**src/rtl/elevator_pkg.sv**
```systemverilog
// rtl/elevator_pkg.sv - shared constants and types for the elevator front end
// Purpose: button indices, arbiter states, floor/state encodings shared with
//          the controller, and the fixed-priority request selector.
// Ports: none (package).
package elevator_pkg;

  // Button indices into btn_raw / pending
  localparam int UP     = 0;
  localparam int DOWN   = 1;
  localparam int TO_ONE = 2;
  localparam int TO_TWO = 3;

  // Encodings shared with the logic-processing unit
  localparam logic [1:0] FLOOR_1 = 2'd1;
  localparam logic [1:0] FLOOR_2 = 2'd2;
  localparam logic [1:0] ST_IDLE = 2'd0;
  localparam logic [1:0] ST_UP   = 2'd1;
  localparam logic [1:0] ST_DOWN = 2'd2;

  typedef enum logic [1:0] {
    IDLE  = 2'd0,
    ISSUE = 2'd1,
    WAIT  = 2'd2
  } arb_state_t;

  // Highest-priority pending bit: up > down > toOne > toTwo.
  // Later assignments override earlier ones, so the last test wins.
  function automatic logic [1:0] prio_select(input logic [3:0] req);
    logic [1:0] idx;
    idx = 2'(TO_TWO);
    if (req[TO_ONE]) idx = 2'(TO_ONE);
    if (req[DOWN])   idx = 2'(DOWN);
    if (req[UP])     idx = 2'(UP);
    return idx;
  endfunction

endpackage

```
**src/rtl/btn_debounce.sv**
```systemverilog
// rtl/btn_debounce.sv - synchronizer, debounce counter and rising-edge pulse
// Purpose: cleans one asynchronous pushbutton into a single-cycle press pulse.
// Ports:
//   clk  in  clock
//   rst  in  synchronous active-high reset
//   raw  in  asynchronous button level
//   rise out one-cycle pulse on a debounced 0->1 transition
module btn_debounce #(
  parameter int DEBOUNCE_CYCLES = 1_000_000
) (
  input  logic clk,
  input  logic rst,
  input  logic raw,
  output logic rise
);

  localparam int CW = $clog2(DEBOUNCE_CYCLES + 1);

  logic          sync1;
  logic          sync2;
  logic          level;
  logic          level_d;
  logic [CW-1:0] cnt;

  always_ff @(posedge clk) begin
    if (rst) begin
      sync1   <= 1'b0;
      sync2   <= 1'b0;
      level   <= 1'b0;
      level_d <= 1'b0;
      cnt     <= '0;
    end else begin
      sync1   <= raw;
      sync2   <= sync1;
      level_d <= level;
      // Any sample that agrees with the current level restarts the count,
      // so only an uninterrupted run of differing samples flips the level.
      if (sync2 == level) begin
        cnt <= '0;
      end else if (cnt == CW'(DEBOUNCE_CYCLES)) begin
        level <= sync2;
        cnt   <= '0;
      end else begin
        cnt <= cnt + CW'(1);
      end
    end
  end

  assign rise = level & ~level_d;

endmodule

```
**src/rtl/elevator_request_encoder.sv**
```systemverilog
// rtl/elevator_request_encoder.sv - button-to-request front end of the elevator controller
// Purpose: debounces four buttons, latches presses as pending requests and
//          issues them one at a time, holding each until busy acknowledges it.
// Optional feature: define REQ_TIMEOUT_EN to drop requests that are not
//          acknowledged within ACK_TIMEOUT cycles.
// Ports:
//   clk_50mhz  in  sole clock
//   rst        in  synchronous active-high reset
//   btn_raw    in  [3:0] {toTwo, toOne, down, up}, asynchronous
//   start_stop in  issue enable
//   busy       in  controller is servicing a request
//   up/down/toOne/toTwo out registered request levels, at most one high
//   pending    out [3:0] latched requests (LED drive)
//   drop       out one-cycle pulse when a request times out
module elevator_request_encoder
  import elevator_pkg::*;
#(
  parameter int DEBOUNCE_CYCLES = 1_000_000,
  parameter int ACK_TIMEOUT     = 50_000_000
) (
  input  logic       clk_50mhz,
  input  logic       rst,
  input  logic [3:0] btn_raw,
  input  logic       start_stop,
  input  logic       busy,
  output logic       up,
  output logic       down,
  output logic       toOne,
  output logic       toTwo,
  output logic [3:0] pending,
  output logic       drop
);

  logic [3:0] rise;
  logic [3:0] clr;
  logic [3:0] req;
  logic [1:0] sel;
  logic       expire;
  arb_state_t state;

  for (genvar i = 0; i < 4; i++) begin : g_btn
    btn_debounce #(
      .DEBOUNCE_CYCLES(DEBOUNCE_CYCLES)
    ) u_btn (
      .clk  (clk_50mhz),
      .rst  (rst),
      .raw  (btn_raw[i]),
      .rise (rise[i])
    );
  end

  // The serviced bit is cleared on acceptance or timeout only.
  always_comb begin
    clr = '0;
    if (state == ISSUE && start_stop && (busy || expire)) begin
      clr[sel] = 1'b1;
    end
  end

  // Set wins over clear so a re-press during acceptance is not lost.
  always_ff @(posedge clk_50mhz) begin
    if (rst) begin
      pending <= '0;
    end else begin
      pending <= (pending & ~clr) | rise;
    end
  end

  always_ff @(posedge clk_50mhz) begin
    if (rst) begin
      state <= IDLE;
      req   <= '0;
      sel   <= '0;
    end else begin
      case (state)
        IDLE: begin
          if (start_stop && !busy && (pending != 4'b0000)) begin
            sel   <= prio_select(pending);
            req   <= 4'b0001 << prio_select(pending);
            state <= ISSUE;
          end
        end
        ISSUE: begin
          if (!start_stop) begin
            req   <= '0;
            state <= IDLE;
          end else if (busy) begin
            req   <= '0;
            state <= WAIT;
          end else if (expire) begin
            req   <= '0;
            state <= IDLE;
          end
        end
        WAIT: begin
          if (!busy) begin
            state <= IDLE;
          end
        end
        default: begin
          req   <= '0;
          state <= IDLE;
        end
      endcase
    end
  end

`ifdef REQ_TIMEOUT_EN
  logic [31:0] tmo_cnt;
  logic        drop_r;

  // Held at zero outside ISSUE, so it starts from zero on every entry.
  always_ff @(posedge clk_50mhz) begin
    if (rst || state != ISSUE) begin
      tmo_cnt <= '0;
    end else begin
      tmo_cnt <= tmo_cnt + 32'd1;
    end
  end

  assign expire = (state == ISSUE) && (tmo_cnt == 32'(ACK_TIMEOUT - 1));

  always_ff @(posedge clk_50mhz) begin
    if (rst) begin
      drop_r <= 1'b0;
    end else begin
      drop_r <= (state == ISSUE) && start_stop && !busy && expire;
    end
  end

  assign drop = drop_r;
`else
  // No timeout path: ACK_TIMEOUT is irrelevant and expire is constant low.
  assign expire = 1'b0 & (ACK_TIMEOUT == 0);
  assign drop   = 1'b0;
`endif

  assign up    = req[UP];
  assign down  = req[DOWN];
  assign toOne = req[TO_ONE];
  assign toTwo = req[TO_TWO];

endmodule

```
**config.mk**
```make
export PLATFORM = sky130hd
export DESIGN_NAME = elevator_request_encoder
export DESIGN_NICKNAME = d
export VERILOG_FILES = /design/src/rtl/elevator_pkg.sv /design/src/rtl/btn_debounce.sv /design/src/rtl/elevator_request_encoder.sv
export SDC_FILE = /design/constraint.sdc
export NUM_CORES = 1
export LEC_CHECK = 0
export BUFFER_PORTS_ARGS = -buffer_cell sky130_fd_sc_hd__clkbuf_2
export CORE_MARGIN = 3
export CORE_UTILIZATION = 60
export CTS_BUF_LIST = sky130_fd_sc_hd__clkbuf_8
export DETAILED_ROUTE_END_ITERATION = 16
export PLACE_DENSITY = 0.79
export RECOVER_POWER = 25
export SLEW_MARGIN = 20
export SYNTH_ARGS = -nofsm -noshare
export SYNTH_HDL_FRONTEND = slang
export SYNTH_SLANG_ARGS = --single-unit
```
**constraint.sdc**
```tcl
create_clock -name clk_50mhz -period 2.3 [get_ports clk_50mhz]
set_input_delay 0.345 -clock clk_50mhz [delete_from_list [all_inputs] [get_ports clk_50mhz]]
set_output_delay 0.345 -clock clk_50mhz [all_outputs]
set_load 0.01 [all_outputs]
```
==> results.ini, run 1 <==
[global_route]
antenna_found_initial=0
grt-ovfl-total=0
grt_pass1_wl_mm=15.4
grt_pass1_vias=3603
global_route.usage.total=0.211
grt_max_degree=21

[pwr]
power_density_nw_per_um2=618
seqPwrFrac=0.591
p_comb_frac=0.015
p_int_mw=2.52
irDropWorstVdd_mv=0.420
power.share.switching=0.210
switchingPower_uw=670
p_clk_frac=0.394
p_leak_nw=1.59

[place]
gp_congestion=0.835
io_buffers=15
dpl.hpwl_mm=6.23
dp.cells=648

[clock_tree]
cts_inserted_buffers=9
cts-hold-fix-buffers=0
htreeDepth=3
clock_latency_ns=0.36
cts_tree=built
path_clk_slew_ns=0.10
cts_resized=0
cts-root-buf=clkbuf_8
post_cts_buffers=0
clockBufferDepth=2
cts_sinks=108

[setup_path]
path_class=flip-flop to flip-flop
startpoint_type=flip-flop
cp_top_family=simple AND/OR/NAND/NOR gates
end_kind=flip-flop
critPathMaxFanout=5
slowest_stage=dfxtp_1
cp-startpoint=g_btn[1].u_btn.cnt[0]$_SDFF_PP0_
crit_buf_inv=0
crit_chain=ha_1 -> nand3_1 -> or3_1 -> or4_1 -> a21oi_1
cpPeakStageDelay_ns=0.46
cp_data_arrival_time_ns=2.22
crit_required_ns=2.60
r2r_start=g_btn[1].u_btn.cnt[0]$_SDFF_PP0_

[yosys]
synth.distinct_cells=44
synth_top_cell_by_area=dfxtp_1
ys_async_sr_fraction=0
ys.warnings.count=0
yosysSeqAreaShare=0.450
synth_edf_count=0
synth_top_area_frac=0.450
synthFlopType=dfxtp_1
syn_nets=565
avgSynthCellArea_um2=8.75
syn_inst=549
ys_seq_elements=108
ys_top_cells_by_area=dfxtp_1, nor2_1, xnor2_1
netlist_area_um2=4800

[floorplan]
die_h_um=95.5
dieArea_um2=9110
start_util=0.638
rows=31
die_w_um=95.5
coreArea_um2=7520
io_pins=17

[sta]
hold_viol_final=0
slew-limit-headroom=0.517
setup-tns-final_ns=0
rsz0062_at_grt=false
finalSetupViolCount=0
clock_skew_ns=0.00783
tightest_slew_ns=0.725
min_period_ns=1.92
slew_viol_final=0
fin_crit_sh=0.835
fmax_mhz=521

[hold_path]
min-delay-path-class=input pin to flip-flop
hold_start=btn_raw[3]

[job]
drv_cap=0

[layout]
syn_to_final_growth_pct=7.43
drive_gt1_frac=0.0637
final_cell_mix=dfxtp_1, nor2_1, xnor2_1, a21oi_1, nand3_1
stdcell_count=664
diodes=0
layout_commonest_cell=dfxtp_1
nets=576

[outcome]
outcome=finished clean

[detailed_routing]
dr_total_vias=3770
wl_mm=8.68
wl_per_cell_um=13.1
dr.first_iter.drc_count=158
dr.pass1.iters=4
drc=0
routed_via_density=5.68
antenna_left=0

through the flow:
step	hold slack, ns	total power, mW	setup WS, ns	instance area (um^2)	util
floorplan	0.414	1.96	0.580	4800	-
detailed placement	0.428	1.98	0.409	4950	0.658
finish	0.178	3.19	0.379	5160	0.686
CTS	0.163	3.23	0.383	5170	0.688
global route	0.172	3.32	0.204	5160	0.686
global placement	0.420	1.97	0.522	4950	0.658
per-layer routing:
metal / wire length, um / share of wire / global-route usage
met5: 0 / 0 / 0
met4: 158 / 0.018 / 0.0983
met3: 275 / 0.032 / 0.0513
met2: 4330 / 0.50 / 0.372
met1: 3920 / 0.45 / 0.239
layout make-up:
type / instances / area [um^2]
Multi-Input combinational cell: 395 / 2460
Clock inverter: 7 / 97.6
Sequential cell: 108 / 2160
Fill cell: 662 / 2370
Clock buffer: 9 / 124
Inverter: 26 / 97.6
Timing Repair Buffer: 20 / 97.6
Tap cell: 99 / 124
cells in the mapped netlist (12+ instances only):
cell and number:
nand2_1 26, nor2_1 79, clkbuf_1 15, inv_1 26, nand4_1 21, or3_1 12
o21ai_0 17, nor2b_1 15, xnor2_1 29, xor2_1 25, a21oi_1 29, dfxtp_1 108
nand3_1 28
power groups by stage:
stage | sequential, mW | clock (mW) | combinational (mW)
floorplan | 1.92 | 0 | 0.0349
CTS | 1.88 | 1.30 | 0.0488
finish | 1.88 | 1.26 | 0.0473
detailed placement | 1.93 | 0 | 0.0486
global route | 1.88 | 1.38 | 0.0541
global placement | 1.93 | 0 | 0.0472
worst register-to-register path, delay by kind of cell, from the launching register on:
family,cells,cell delay [ns]
flops,1,0.46
fa+ha+maj,1,0.25
compound gates,1,0.15
simple gates,3,0.99
sequential cells by signal (all words and copies together) (netlist names):
signal / count
g_btn.u_btn.cnt: 80
pending: 4
req: 4
g_btn.u_btn.level_d: 4
g_btn.u_btn.sync2: 4
g_btn.u_btn.sync1: 4
state: 2
sel: 2
g_btn.u_btn.level: 4
final timing paths:
check                                      endpoint  slack (ns)  cells after the start
hold / removal      g_btn[3].u_btn.sync1$_SDFF_PP0_        0.18                      2
hold reg to reg     g_btn[0].u_btn.sync2$_SDFF_PP0_        0.45                      1
setup reg to reg  g_btn[1].u_btn.cnt[18]$_SDFF_PP0_        0.38                      5
setup / recovery  g_btn[1].u_btn.cnt[18]$_SDFF_PP0_        0.38                      5
cell families (layout without fill, tap and decap cells):
family                     count (synthesis)  in the layout  synth area share
and+or+nand+nor                          259            259             0.297
DFF                                      108            108             0.450
AOI/OAI and AO/OA                         69             69            0.0862
xor gates and xnor gates                  54             54            0.0985
buffers and inverters                     46             62            0.0383
adders and majority gates                  8              8            0.0208
muxes                                      4              4           0.00834
other                                      1              1          0.000781
No activity file was read; power rests on OpenSTA's default activity.
==> run 2: changes to the inputs <==
Settings changed: ABC_AREA set to 1, PLACE_DENSITY 0.79 to 0.78.
Clock period 2.3 ns to 1.9 ns, I/O delays scaled along.
==> results.ini, run 2 <==
[outcome]
outcome=finished clean

[global_route]
antenna_found_initial=0
grt_pass1_wl_mm=18.6
grt_max_degree=21
grt_pass1_vias=4448
grt-ovfl-total=0
global_route.usage.total=0.222

[yosys]
synth_top_cells_by_count=nand2_1, nor2_1, dfxtp_1
ys.warnings.count=0
ys_top_cells_by_area=dfxtp_1, nand2_1, nor2_1
syn_nets=816
synth.distinct_cells=32
synthMuxAreaShare=0
ys_async_sr_fraction=0
ys_seq_elements=108
synth_edf_count=0
yosysSeqAreaShare=0.403
synth.most_common_cell=nand2_1
synthAdderAreaFrac=0.0187
netlist_area_um2=5370
synthFlopType=dfxtp_1
avgSynthCellArea_um2=6.71
synth_xor_area_frac=0.0637
syn_inst=800
synth_top_cell_by_area=dfxtp_1
synthSimpleGateAreaFrac=0.384
synth_top_family_by_area=simple AND/OR/NAND/NOR gates
synth-compound-area-share=0.0508
synth_top_area_frac=0.403

[sta]
min_period_ns=1.61
timing.final.ws_setup_ns=0.286
slew_viol_final=0
fmax_mhz=620
clock_skew_ns=0.00511
slew-limit-headroom=0.527
holdWs_ns=0.0971
finalSetupViolCount=0
fin_crit_sh=0.849
hold_viol_final=0
rsz0062_at_grt=false
tightest_slew_ns=0.710
setup-tns-final_ns=0

[setup_path]
crit_required_ns=2.15
cp.depth=7
end_kind=flip-flop
cpPeakStageDelay_ns=0.36
reg2reg_depth=7
startpoint_type=flip-flop
critPathMaxFanout=19
crit_buf_inv=1
slowest_stage=dfxtp_1
cp_data_arrival_time_ns=1.86
path_class=flip-flop to flip-flop
reg2reg_slack_ns=0.29
crit_chain=inv_1 -> ha_1 -> nand2_1 -> nor3_1 -> nand3_1 -> nand2_2 -> nor2_1
cp_top_family=simple AND/OR/NAND/NOR gates

[layout]
nets=834
fill_cells=744
drive_gt1_frac=0.0632
largest_register_ffs=80
seq_area_um2=2160
syn_to_final_growth_pct=6.20
diodes=0
regMostFlops=g_btn.u_btn.cnt
final_cell_mix=nand2_1, nor2_1, dfxtp_1, inv_1, nand3_1
final_util=0.673
layout_commonest_cell=nand2_1
multi_input_area_um2=2780

[pwr]
power.share.switching=0.215
p_comb_frac=0.016
irDropWorstVdd_mv=0.428
switchingPower_uw=776
p_leak_nw=1.78
p_int_mw=2.83
seqPwrFrac=0.632
power_density_nw_per_um2=633
p_clk_frac=0.352

[detailed_routing]
antenna_left=0
dr.first_iter.drc_count=170
drc=0
dr.pass1.iters=4
wl_per_cell_um=11.1
wl_mm=10.3
dr_total_vias=4742
routed_via_density=5.11

[clock_tree]
cts_tree=built
cts_sinks=108
clockBufferDepth=2
cts_inserted_buffers=9
path_clk_slew_ns=0.09
post_cts_buffers=0
cts-hold-fix-buffers=0
htreeDepth=3
cts-root-buf=clkbuf_8
clock_latency_ns=0.36
cts_resized=0

[place]
dpl.hpwl_mm=7.80
io_buffers=15
preCtsSetupSlack_ns=0.307
gp_congestion=0.912

[hold_path]
min_path_cells=3
min-delay-path-class=input pin to flip-flop

[floorplan]
rows=33
die_h_um=101
start_util=0.634
dieArea_um2=10100
io_pins=17
coreArea_um2=8460
die_w_um=101

[job]
drv_cap=0

## run 2: cell count changes after synthesis, sizes merged, moves of 9 or more
cell / before / now
inv: 26 / 94
nor2b: 15 / 0
xnor2: 29 / 17
nor4: 10 / 1
and4: 11 / 0
nand2: 26 / 199
or4: 10 / 0
nand3: 29 / 54
nor2: 79 / 202
o31ai: 11 / 0
a21oi: 29 / 39
clkbuf: 16 / 0
or3: 12 / 0
## run 2: kinds of logic (layout without fill, tap and decap cells)
| logic type | count (synthesis) | count (layout) |
|---|---|---|
| other cells | 1 | 1 |
| xor+xnor | 39 | 39 |
| buf+inv | 106 | 129 |
| compound gates | 51 | 51 |
| fa+ha+maj | 8 | 8 |
| flops | 108 | 108 |
| simple gates | 487 | 487 |
## run 2: cell type report
class | instances | share of cell area
well taps | 105 | 0.0231
repair buffers | 19 | 0.0160
clock buffers | 11 | 0.0266
clock inverters | 5 | 0.00505
multi-input cells | 586 | 0.488
inverters | 94 | 0.0619
flip-flops and latches | 108 | 0.379
## run 2: worst paths after layout
| kind | start | end |
|---|---|---|
| setup / recovery | g_btn[1].u_btn.cnt[0]$_SDFF_PP0_ | g_btn[1].u_btn.cnt[14]$_SDFF_PP0_ |
| hold / removal | btn_raw[1] | g_btn[1].u_btn.sync1$_SDFF_PP0_ |
| setup reg to reg | g_btn[1].u_btn.cnt[0]$_SDFF_PP0_ | g_btn[1].u_btn.cnt[14]$_SDFF_PP0_ |
| hold reg to reg | g_btn[1].u_btn.sync1$_SDFF_PP0_ | g_btn[1].u_btn.sync2$_SDFF_PP0_ |
## run 2: power by group through the flow
| stage | Sequential [mW] | Combinational [mW] | Clock, mW |
|---|---|---|---|
| final | 2.28 | 0.0591 | 1.27 |
| after global routing | 2.28 | 0.0694 | 1.41 |
| after CTS | 2.28 | 0.0612 | 1.32 |
| after detailed placement | 2.33 | 0.0610 | 0 |
| after global placement | 2.33 | 0.0598 | 0 |
| after floorplan | 2.33 | 0.0449 | 0 |
## run 2: through the flow
step,cell area [um^2],total power [mW],cells
global route,5700,3.76,928
floorplan,5370,2.38,800
finish,5700,3.61,928
CTS,5710,3.66,928
global placement,5530,2.39,912
detailed placement,5530,2.39,912
## run 2: metal layers
layer	up-vias	share of wire	GRT usage
li1	2516	-	-
met1	2103	0.48	0.286
met2	107	0.45	0.373
met3	16	0.049	0.0512
met4	0	0.014	0.0674
met5	-	0	0
## run 2: worst min-delay path, stage by stage
cell and delay (ns):
clkbuf_2 0.08, inv_1 0.04, nor2_1 0.03
==> run 3: changes to the inputs <==
Clock period 1.9 ns to 1.65 ns, I/O delays scaled along.
==> results.ini, run 3 (same netlist as run 2, synthesis figures left out) <==
[outcome]
outcome=finished clean

[place]
dpl.hpwl_mm=7.67
preCtsSetupSlack_ns=0.0800
io_buffers=15
gp_congestion=0.891

[detailed_routing]
wl_mm=10.4
wl_per_cell_um=11.2
dr.pass1.iters=4
dr.first_iter.drc_count=158
drc=0
antenna_left=0
dr_total_vias=4744
routed_via_density=5.10

[clock_tree]
cts-hold-fix-buffers=0
cts_sinks=108
clockBufferDepth=2
path_clk_slew_ns=0.11
cts_tree=built
cts_inserted_buffers=9
clock_latency_ns=0.37
htreeDepth=3
cts-root-buf=clkbuf_8

[global_route]
global_route.usage.total=0.220
grt_pass1_vias=4451
grt_max_degree=21
antenna_found_initial=0
grt-ovfl-total=0
grt_pass1_wl_mm=18.5

[pwr]
power_density_nw_per_um2=728
irDropWorstVdd_mv=0.551
p_leak_nw=1.80

[layout]
nets=836
final_cell_mix=nand2_1, nor2_1, dfxtp_1, inv_1, nand3_1
diodes=0
layout_commonest_cell=nand2_1
regMostFlops=g_btn.u_btn.cnt
final_util=0.682
drive_gt1_frac=0.0715
syn_to_final_growth_pct=7.55
largest_register_ffs=80

[setup_path]
cp_data_arrival_time_ns=1.81
critPathMaxFanout=6
crit_required_ns=1.97
startpoint_type=flip-flop
reg2reg_depth=9
path_class=flip-flop to flip-flop
end_kind=flip-flop

[floorplan]
dieArea_um2=10100
coreArea_um2=8460
start_util=0.634
die_h_um=101
rows=33
die_w_um=101
io_pins=17

[sta]
setup-tns-final_ns=0
slew_viol_final=0
clock_skew_ns=0.0151
finalSetupViolCount=0
rsz0062_at_grt=false
min_period_ns=1.50
fin_crit_sh=0.907
timing.final.ws_setup_ns=0.154
hold_viol_final=0
fmax_mhz=669
tightest_slew_ns=0.732
slew-limit-headroom=0.512

[job]
drv_cap=0

[hold_path]
min-delay-path-class=input pin to flip-flop
min_path_cells=3

==> run 3: critical path: stages, from the launching register on <==
cell and delay [ns]:
dfxtp_1 0.44, ha_1 0.23, nand2_1 0.10, nor2_4 0.17, nand2_2 0.10, nor2_4 0.16, nand2_1 0.07, nand2_1 0.05
nand2_1 0.04, nor2_1 0.07
==> run 3: layer usage <==
metal | global-route usage | vias to the layer above | routed length [um]
li1 | - | 2514 | -
met1 | 0.282 | 2114 | 4920
met2 | 0.363 | 100 | 4810
met3 | 0.0533 | 16 | 521
met4 | 0.0767 | 0 | 155
met5 | 0 | - | 0
==> run 3: path summary, 6_finish.rpt <==
path	from	endpoint	slack [ns]
worst min register to register	g_btn[3].u_btn.sync1$_SDFF_PP0_	g_btn[3].u_btn.sync2$_SDFF_PP0_	0.41
worst min-delay path	btn_raw[1]	g_btn[1].u_btn.sync1$_SDFF_PP0_	0.06
worst max-delay path	g_btn[1].u_btn.cnt[0]$_SDFF_PP0_	g_btn[1].u_btn.cnt[18]$_SDFF_PP0_	0.15
worst max register to register	g_btn[1].u_btn.cnt[0]$_SDFF_PP0_	g_btn[1].u_btn.cnt[18]$_SDFF_PP0_	0.15
==> run 3: power breakdown <==
| part | internal [mW] | total (mW) | switching (mW) |
|---|---|---|---|
| Sequential | 2.62 | 2.63 | 0.00801 |
| Combinational | 0.0271 | 0.0777 | 0.0506 |
| Clock | 0.574 | 1.50 | 0.924 |
==> run 3: per-stage QoR <==
stage | area, um^2 | cells | hold slack, ns | total power [mW]
CTS | 5760 | 929 | 0.0386 | 4.25
global placement | 5580 | 913 | 0.390 | 2.76
global route | 5770 | 930 | 0.0424 | 4.38
detailed placement | 5580 | 913 | 0.392 | 2.76
floorplan | 5370 | 800 | 0.354 | 2.74
finish | 5770 | 930 | 0.0589 | 4.20
==> run 3: cell type report <==
| cell class | count | area [um^2] |
|---|---|---|
| Inverter | 94 | 353 |
| Fill cell | 741 | 2690 |
| Tap cell | 105 | 131 |
| Timing Repair Buffer | 20 | 135 |
| Sequential cell | 108 | 2160 |
| Clock buffer | 9 | 124 |
| Multi-Input combinational cell | 587 | 2810 |
| Clock inverter | 7 | 56.3 |
==> run 3: repair_timing <==
action	4_1_cts	5_1_grt
setup buffers	0	0
setup endpoints to repair	0	21
gates resized for setup	0	6
endpoints found under the hold margin	0	0
